===== src/rtl/id_ex_decode.sv =====
// Instruction-decode stage with ID/EX pipeline register feeding the 16-bit ALU.
// Decodes the fetched instruction, reads the register file and registers the EX command.
module id_ex_decode #(
   parameter bit LOAD_USE_STALL = 1'b1
) (
   input  logic        clk,
   input  logic        rst_n,
   input  logic        in_valid,
   output logic        in_ready,
   input  logic [15:0] in_instr,
   input  logic [15:0] in_pc,
   input  logic        flush,
   output logic [2:0]  rf_raddr_a,
   output logic [2:0]  rf_raddr_b,
   input  logic [15:0] rf_rdata_a,
   input  logic [15:0] rf_rdata_b,
   output logic        out_valid,
   input  logic        out_ready,
   output logic [2:0]  out_com,
   output logic [15:0] out_ina,
   output logic [15:0] out_inb,
   output logic [2:0]  out_rd,
   output logic        out_we,
   output logic        out_mem_rd,
   output logic        out_mem_wr,
   output logic [15:0] out_st_data,
   output logic        out_branch,
   output logic        out_jump,
   output logic [15:0] out_target,
   output logic        out_illegal,
   output logic [15:0] out_pc
);

   typedef enum logic [2:0] {
      ALU_THA = 3'd0,
      ALU_THB = 3'd1,
      ALU_AND = 3'd2,
      ALU_OR  = 3'd3,
      ALU_SL  = 3'd4,
      ALU_SR  = 3'd5,
      ALU_ADD = 3'd6,
      ALU_SUB = 3'd7
   } alu_cmd_e;

   logic [3:0]  op;
   logic [2:0]  rd;
   logic [2:0]  rs;
   logic [2:0]  rt;
   logic [2:0]  func;
   logic [5:0]  imm6;
   logic [8:0]  imm9;
   logic [11:0] imm12;
   logic [15:0] sext6;
   logic [15:0] sext12;

   assign op     = in_instr[15:12];
   assign rd     = in_instr[11:9];
   assign rs     = in_instr[8:6];
   assign rt     = in_instr[5:3];
   assign func   = in_instr[2:0];
   assign imm6   = in_instr[5:0];
   assign imm9   = in_instr[8:0];
   assign imm12  = in_instr[11:0];
   assign sext6  = {{10{imm6[5]}}, imm6};
   assign sext12 = {{4{imm12[11]}}, imm12};

   assign rf_raddr_a = rs;

   // Stores and branches read their second operand through the rd field.
   always_comb begin
      rf_raddr_b = 3'd0;
      case (op)
         4'd1:       rf_raddr_b = rt;
         4'd5, 4'd6: rf_raddr_b = rd;
         default:    rf_raddr_b = 3'd0;
      endcase
   end

   alu_cmd_e    com_d;
   logic [15:0] ina_d;
   logic [15:0] inb_d;
   logic        we_d;
   logic        mem_rd_d;
   logic        mem_wr_d;
   logic [15:0] st_data_d;
   logic        branch_d;
   logic        jump_d;
   logic [15:0] target_d;
   logic        illegal_d;
   logic        reads_a;
   logic        reads_b;

   always_comb begin
      com_d     = ALU_THA;
      ina_d     = 16'd0;
      inb_d     = 16'd0;
      we_d      = 1'b0;
      mem_rd_d  = 1'b0;
      mem_wr_d  = 1'b0;
      st_data_d = 16'd0;
      branch_d  = 1'b0;
      jump_d    = 1'b0;
      target_d  = 16'd0;
      illegal_d = 1'b0;
      reads_a   = 1'b0;
      reads_b   = 1'b0;
      case (op)
         4'd0: ;
         4'd1: begin
            com_d   = alu_cmd_e'(func);
            ina_d   = rf_rdata_a;
            inb_d   = rf_rdata_b;
            we_d    = 1'b1;
            reads_a = 1'b1;
            reads_b = 1'b1;
         end
         4'd2: begin
            com_d   = ALU_ADD;
            ina_d   = rf_rdata_a;
            inb_d   = sext6;
            we_d    = 1'b1;
            reads_a = 1'b1;
         end
         4'd3: begin
            com_d = ALU_THB;
            inb_d = {7'd0, imm9};
            we_d  = 1'b1;
         end
         4'd4: begin
            com_d    = ALU_ADD;
            ina_d    = rf_rdata_a;
            inb_d    = sext6;
            we_d     = 1'b1;
            mem_rd_d = 1'b1;
            reads_a  = 1'b1;
         end
         4'd5: begin
            com_d     = ALU_ADD;
            ina_d     = rf_rdata_a;
            inb_d     = sext6;
            st_data_d = rf_rdata_b;
            mem_wr_d  = 1'b1;
            reads_a   = 1'b1;
            reads_b   = 1'b1;
         end
         4'd6: begin
            com_d    = ALU_SUB;
            ina_d    = rf_rdata_a;
            inb_d    = rf_rdata_b;
            branch_d = 1'b1;
            target_d = in_pc + sext6;
            reads_a  = 1'b1;
            reads_b  = 1'b1;
         end
         4'd7: begin
            jump_d   = 1'b1;
            target_d = in_pc + sext12;
         end
         default: illegal_d = 1'b1;
      endcase
      if (rd == 3'd0) we_d = 1'b0;
   end

   alu_cmd_e    out_com_q;
   logic        out_valid_q;
   logic [15:0] out_ina_q;
   logic [15:0] out_inb_q;
   logic [2:0]  out_rd_q;
   logic        out_we_q;
   logic        out_mem_rd_q;
   logic        out_mem_wr_q;
   logic [15:0] out_st_data_q;
   logic        out_branch_q;
   logic        out_jump_q;
   logic [15:0] out_target_q;
   logic        out_illegal_q;
   logic [15:0] out_pc_q;
   logic        load_use;
   logic        xfer;

   // A load in EX cannot forward in time, so a dependent instruction waits one cycle.
   assign load_use = LOAD_USE_STALL & out_valid_q & out_mem_rd_q & (out_rd_q != 3'd0) &
                     ((reads_a & (rf_raddr_a == out_rd_q)) | (reads_b & (rf_raddr_b == out_rd_q)));
   assign in_ready = (~out_valid_q | out_ready) & ~load_use & ~flush;
   assign xfer     = in_valid & in_ready;

   always_ff @(posedge clk or negedge rst_n) begin
      if (!rst_n) begin
         out_valid_q   <= 1'b0;
         out_com_q     <= ALU_THA;
         out_ina_q     <= 16'd0;
         out_inb_q     <= 16'd0;
         out_rd_q      <= 3'd0;
         out_we_q      <= 1'b0;
         out_mem_rd_q  <= 1'b0;
         out_mem_wr_q  <= 1'b0;
         out_st_data_q <= 16'd0;
         out_branch_q  <= 1'b0;
         out_jump_q    <= 1'b0;
         out_target_q  <= 16'd0;
         out_illegal_q <= 1'b0;
         out_pc_q      <= 16'd0;
      end else if (flush) begin
         out_valid_q   <= 1'b0;
         out_we_q      <= 1'b0;
         out_mem_rd_q  <= 1'b0;
         out_mem_wr_q  <= 1'b0;
         out_branch_q  <= 1'b0;
         out_jump_q    <= 1'b0;
         out_illegal_q <= 1'b0;
      end else if (xfer) begin
         out_valid_q   <= 1'b1;
         out_com_q     <= com_d;
         out_ina_q     <= ina_d;
         out_inb_q     <= inb_d;
         out_rd_q      <= rd;
         out_we_q      <= we_d;
         out_mem_rd_q  <= mem_rd_d;
         out_mem_wr_q  <= mem_wr_d;
         out_st_data_q <= st_data_d;
         out_branch_q  <= branch_d;
         out_jump_q    <= jump_d;
         out_target_q  <= target_d;
         out_illegal_q <= illegal_d;
         out_pc_q      <= in_pc;
      end else if (out_ready) begin
         out_valid_q <= 1'b0;
      end
   end

   assign out_valid   = out_valid_q;
   assign out_com     = out_com_q;
   assign out_ina     = out_ina_q;
   assign out_inb     = out_inb_q;
   assign out_rd      = out_rd_q;
   assign out_we      = out_we_q;
   assign out_mem_rd  = out_mem_rd_q;
   assign out_mem_wr  = out_mem_wr_q;
   assign out_st_data = out_st_data_q;
   assign out_branch  = out_branch_q;
   assign out_jump    = out_jump_q;
   assign out_target  = out_target_q;
   assign out_illegal = out_illegal_q;
   assign out_pc      = out_pc_q;

endmodule


===== config.mk =====
export PLATFORM = sky130hd
export DESIGN_NAME = id_ex_decode
export DESIGN_NICKNAME = d
export VERILOG_FILES = /design/src/rtl/id_ex_decode.sv
export SDC_FILE = /design/constraint.sdc
export NUM_CORES = 1
export LEC_CHECK = 0
export CAP_MARGIN = 30
export CORE_MARGIN = 2
export CORE_UTILIZATION = 64
export CTS_CLUSTER_DIAMETER = 40
export DETAILED_ROUTE_END_ITERATION = 10
export DONT_BUFFER_PORTS = 1
export HOLD_SLACK_MARGIN = 0.1
export PLACE_DENSITY = 0.8
export SYNTH_ARGS = -nofsm -noshare
export SYNTH_HDL_FRONTEND = slang
export SYNTH_SLANG_ARGS = --single-unit

===== constraint.sdc =====
create_clock -name clk -period 2.46 [get_ports clk]
set_input_delay 0.123 -clock clk [delete_from_list [all_inputs] [get_ports clk]]
set_output_delay 0.123 -clock clk [all_outputs]
set_load 0.03 [all_outputs]

=== Word-level counts from Yosys, hierarchy flattened ===
Cells that the tools add are included.

* Output and inout port bits: 100
* Input bits: 69
* Bits in registers: 93

* Reduce and logical (&&, ||, !) cells: 13
* Equal/unequal tests: 9
* Bitwise operators: 13
* Muxes and demuxes: 30
* Add/sub/neg operators: 2

{| class="wikitable"
|+ Operators with widths
! kind !! count
|-
| $pmux W16 S3 || 1
|-
| $add A16 B16 Y16 || 2
|-
| $mux W16 || 2
|-
| $pmux W16 S2 || 1
|-
| $mux W1 || 24
|-
| $eq A4 B3 Y1 const B || 4
|-
| $pmux W3 S4 || 1
|-
| $and A1 B1 Y1 || 8
|-
| $eq A4 B2 Y1 const B || 2
|-
| $reduce_or A8 Y1 || 1
|-
| $eq A3 B3 Y1 || 2
|-
| $pmux W3 S2 || 1
|-
| $reduce_bool A3 Y1 || 2
|-
| $reduce_or A3 Y1 || 2
|-
| $reduce_or A5 Y1 || 1
|-
| $eq A4 B1 Y1 const B || 1
|-
| $logic_not A4 Y1 || 1
|-
| $reduce_or A2 Y1 || 2
|-
| $reduce_or A4 Y1 || 1
|-
| $logic_not A3 Y1 || 1
|-
| $not A1 Y1 || 3
|-
| $or A1 B1 Y1 || 2
|-
| $reduce_and A2 Y1 || 1
|-
| $reduce_bool A2 Y1 || 1
|}

=== Logic depth before layout (Yosys ltp) ===
* Word-level depth: 13
* Mapped depth: 12

=== Worst setup path before layout ===
No wires, ideal clock.

* Path type: input to register
* Start point: in in_instr[13]
* End point: reg out_target_q[15] (netlist: out_target[15])
* Library setup time: 0.120 ns
* Data arrival time: 2.726 ns
* Slack: -0.386 ns
* Path buffers: 1
* Stages on the path: 11
* Cell sequence: buf_2 nand2_1 nor2_1 a21oi_1 a31o_2 ha_1 a2111oi_0 nand3b_1 o32ai_1 xnor2_1 a31o_2

* Longest elaborated chain between the ends: 12
* Elaborated cells between the ends (all ways): 23

{| class="wikitable"
|+ Ends and longest elaborated chain
! item !! RTL line !! RTL
|-
| start: declaration || 10 || <nowiki>input logic [15:0] in_instr,</nowiki>
|-
| $eq A4 B3 Y1 || 72, 107 ||
|-
| $reduce_or A2 Y1 || 72 || <nowiki>case (op)</nowiki>
|-
| $pmux W3 S2 || 72 ||
|-
| $eq A3 B3 Y1 || 183 || <nowiki>((reads_a & (rf_raddr_a == out_rd_q)) | (reads_b & (rf_raddr_b == out_rd_q)));</nowiki>
|-
| $and A1 B1 Y1 || 183 ||
|-
| $or A1 B1 Y1 || 183 ||
|-
| $and A1 B1 Y1 || 182 || <nowiki>assign load_use = LOAD_USE_STALL & out_valid_q & out_mem_rd_q & (out_rd_q != 3'd0) &</nowiki>
|-
| $not A1 Y1 || 184 || <nowiki>assign in_ready = (~out_valid_q | out_ready) & ~load_use & ~flush;</nowiki>
|-
| $and A1 B1 Y1 (2 in series) || 184 ||
|-
| $and A1 B1 Y1 || 185 || <nowiki>assign xfer = in_valid & in_ready;</nowiki>
|-
| $reduce_and A2 Y1 (no source line) || n/a ||
|-
| end signal: assignment || 223 || <nowiki>out_target_q <= target_d;</nowiki>
|-
| end: declaration || 175 || <nowiki>logic [15:0] out_target_q;</nowiki>
|}

Parallel ways exist; a longest one is shown, timed or not.
A chain may end at the register's enable or synchronous reset.

=== Worst setup path in the final report ===
* Start point: in in_instr[1]
* End point: reg out_target_q[14] (netlist: out_target[14])

* Longest elaborated chain between the ends: 2
* Elaborated cells between the ends (all ways): 3

{| class="wikitable"
|+ Ends and longest elaborated chain
! item !! RTL line !! RTL
|-
| $add A16 B16 Y16 (on tied branches) || 157, 151 ||
|-
| $pmux W16 S2 (*) || 107 || <nowiki>case (op)</nowiki>
|}

Every way passes the cells marked *; elsewhere a longest branch is shown, timed or not.

==> results.json <==
{
  "status": "finished clean",
  "dieArea_um2": 8580,
  "synth_seq_cells": 93,
  "diodes": 0,
  "die_w_um": 92.6,
  "synth_area_um2": 5020,
  "finClkSkew_ns": 0.0198,
  "syn-num-nets": 602,
  "htree_levels": 3,
  "setup_slack_ns": 0.0606,
  "drive_above_1_share_pct": 17.4,
  "portBuffers": 0,
  "grt-ovfl-total": 0,
  "p_per_area_nw_per_um2": 737,
  "cts_buffer_depth": 2,
  "start_kind": "input port",
  "criticalPathCategory": "input port to flip-flop",
  "synth_edf_count": 0,
  "crit_path_max_fanout": 4,
  "yosysUniqueCellTypes": 54,
  "slowest_delay_ns": 0.63,
  "report.final.slew_viol_count": 0,
  "path_clk_slew_ns": 0.11,
  "layout.nets": 677,
  "tightestPinTransition_ns": 0.696,
  "core_area_um2": 7650,
  "gp_congestion": 0.956,
  "hp-class": "input port to flip-flop",
  "post-route-min-period_ns": 2.40,
  "setup_viol": 0,
  "drt_iter0_drc": 277,
  "grt_pass1_wl_mm": 24.4,
  "rows": 32,
  "postCtsSetupRepairBufs": 0,
  "yosysWarnings": 0,
  "rsz0062_at_grt": "no",
  "final_common_cell": "dfrtp_1",
  "ys.flop_type": "dfrtp_1",
  "cp_top_family": "compound AO/OA/AOI/OAI gates",
  "ant_nets": 0,
  "worstPathRequired_ns": 2.70,
  "ir_drop_mv": 0.472,
  "grt_pass1_vias": 4708,
  "crit_arrival_ns": 2.64,
  "ys_top_cells_by_area": "dfrtp_1, mux2_2, nand3_1",
  "dp_slack_ns": -0.0345,
  "setup_tns_ns": 0,
  "worst-path-buf-inv": 2,
  "syn_avg_cell_area_um2": 9.72,
  "grt_max_degree": 94,
  "place_inst": 613,
  "slowest_stage": "dlygate4sd3_1",
  "r2r_setup_slack_ns": 0.17,
  "antenna_found_initial": 0,
  "synthCells": 517,
  "avgRoutedWirePerCell_um": 22.4,
  "most-common-layout-cells": "dfrtp_1, dlygate4sd3_1, nand3_1",
  "drc": 0,
  "cts_sinks": 93,
  "cts_tree": "built",
  "cts_made_buffers": 9,
  "synth_top_area_cell": "dfrtp_1",
  "root_buffer": "clkbuf_8",
  "vias_per_cell": 6.44,
  "fmax_mhz": 417,
  "initial_core_util_pct": 65.7,
  "fin_crit_sh_pct": 97.5,
  "synthArstFlopShare_pct": 100,
  "cp-end-kind": "flip-flop",
  "die_y_um": 92.6,
  "leakage_nw": 2.73,
  "ys_seq_area_share_pct": 46.3,
  "clk_latency_ns": 0.37,
  "layout.cells.non_filler": 699,
  "first_pass_iters": 5,
  "via_count": 4501,
  "area_growth_pct": 23.9,
  "path_cells": "dlygate4sd3_1, inv_1, fa_1, nor2b_1, o211ai_1, a31o_2, a211oi_2, mux2i_1, o31ai_1",
  "track_usage_pct": 37.4,
  "ios": 169,
  "synth_top_area_share_pct": 46.3,
  "drt_wl_total_mm": 15.6,
  "placed_area_um2": 5310,
  "dp_hpwl_mm": 10.2,
  "relSlewSlack_pct": 53.4,
  "maxCapViolCount": 0,
  "final_area_um2": 6220,
  "hold_viol_final": 0
}
[repair_timing]
| action | 4_1_cts | 5_1_grt |
|---|---|---|
| endpoints found under the setup margin | 0 | 27 |
| endpoints found under the hold margin | 171 | 0 |
| hold buffers | 70 | 0 |
| gates resized for setup | 0 | 2 |
[logic make-up after synthesis]
logic type,synth area share [%]
adders and majority gates,4.13
AOI/OAI and AO/OA,17.6
muxes,8.29
buffers and inverters,4.66
DFF,46.3
and+or+nand+nor,15.8
xor gates and xnor gates,3.14
[area by class of cell]
type,instances,area [um^2]
Multi-Input combinational cell,369,2550
Clock buffer,9,124
Inverter,18,67.6
Timing Repair Buffer,101,967
Clock inverter,7,62.6
Sequential cell,93,2330
Fill cell,441,1420
Tap cell,102,128
[flip-flops by register name (all words and copies together), names as in the netlist]
| name | cells |
|---|---|
| out_branch | 1 |
| out_ina | 16 |
| out_valid | 1 |
| out_rd | 3 |
| out_illegal | 1 |
| out_mem_rd | 1 |
| out_inb | 16 |
| out_pc | 16 |
| out_we | 1 |
| out_com | 3 |
| out_mem_wr | 1 |
| out_target | 16 |
| out_st_data | 16 |
| out_jump | 1 |
[final timing paths]
kind / start / depth (start not counted) / end
max in group asynchronous: rst_n / 2 / out_inb[14]$_DFFE_PN0P_
min in group asynchronous: rst_n / 2 / out_ina[6]$_DFFE_PN0P_
setup / recovery: in_instr[1] / 9 / out_target[14]$_DFFE_PN0P_
hold / removal: in_instr[13] / 3 / out_mem_rd$_DFFE_PN0P_
setup reg to reg: out_rd[0]$_DFFE_PN0P_ / 7 / out_target[9]$_DFFE_PN0P_
hold reg to reg: out_valid$_DFFE_PN0P_ / 2 / out_valid$_DFFE_PN0P_
[report_power, final]
| group | internal, mW | switching, mW |
|---|---|---|
| sequential | 1.76 | 0.650 |
| combinational | 0.507 | 0.655 |
| clock | 0.393 | 0.617 |
| total | 2.67 | 1.92 |
[cells in the mapped netlist, drive strengths merged (6+ instances only)]
cell    count
nand2      53
buf        14
mux2i       9
xnor2       8
mux2       29
o21ai      49
a21oi      24
o31ai      12
clkbuf     23
o41ai       7
xor2       10
inv        18
ha         15
nor2       18
nand2b      6
dfrtp      93
a31o        9
nand3      55
[stage by stage]
step	hold slack [ns]	power [mW]	util [%]
finish	0.104	4.59	81.4
global route	0.112	4.76	81.4
CTS	0.100	4.54	81.3
detailed placement	-0.171	3.43	69.5
global placement	-0.171	3.39	69.5
floorplan	-0.173	3.13	-
[layer usage]
| metal | wire length (um) | track usage [%] | vias up |
|---|---|---|---|
| met1 | 5650 | 43.0 | 2151 |
| li1 | - | - | 2013 |
| met3 | 1660 | 11.5 | 61 |
| met5 | 0 | 0 | - |
| met2 | 7670 | 64.0 | 276 |
| met4 | 660 | 16.9 | 0 |
[worst reg2reg max path, delay by kind of cell (launching register included)]
kind	cells	cell delay (ns)
compound gates	2	0.53
simple gates	2	0.52
flops	1	0.40
mux	1	0.32
buf+inv	1	0.25
xor+xnor	1	0.16
Power figures use the tool's default switching activity.
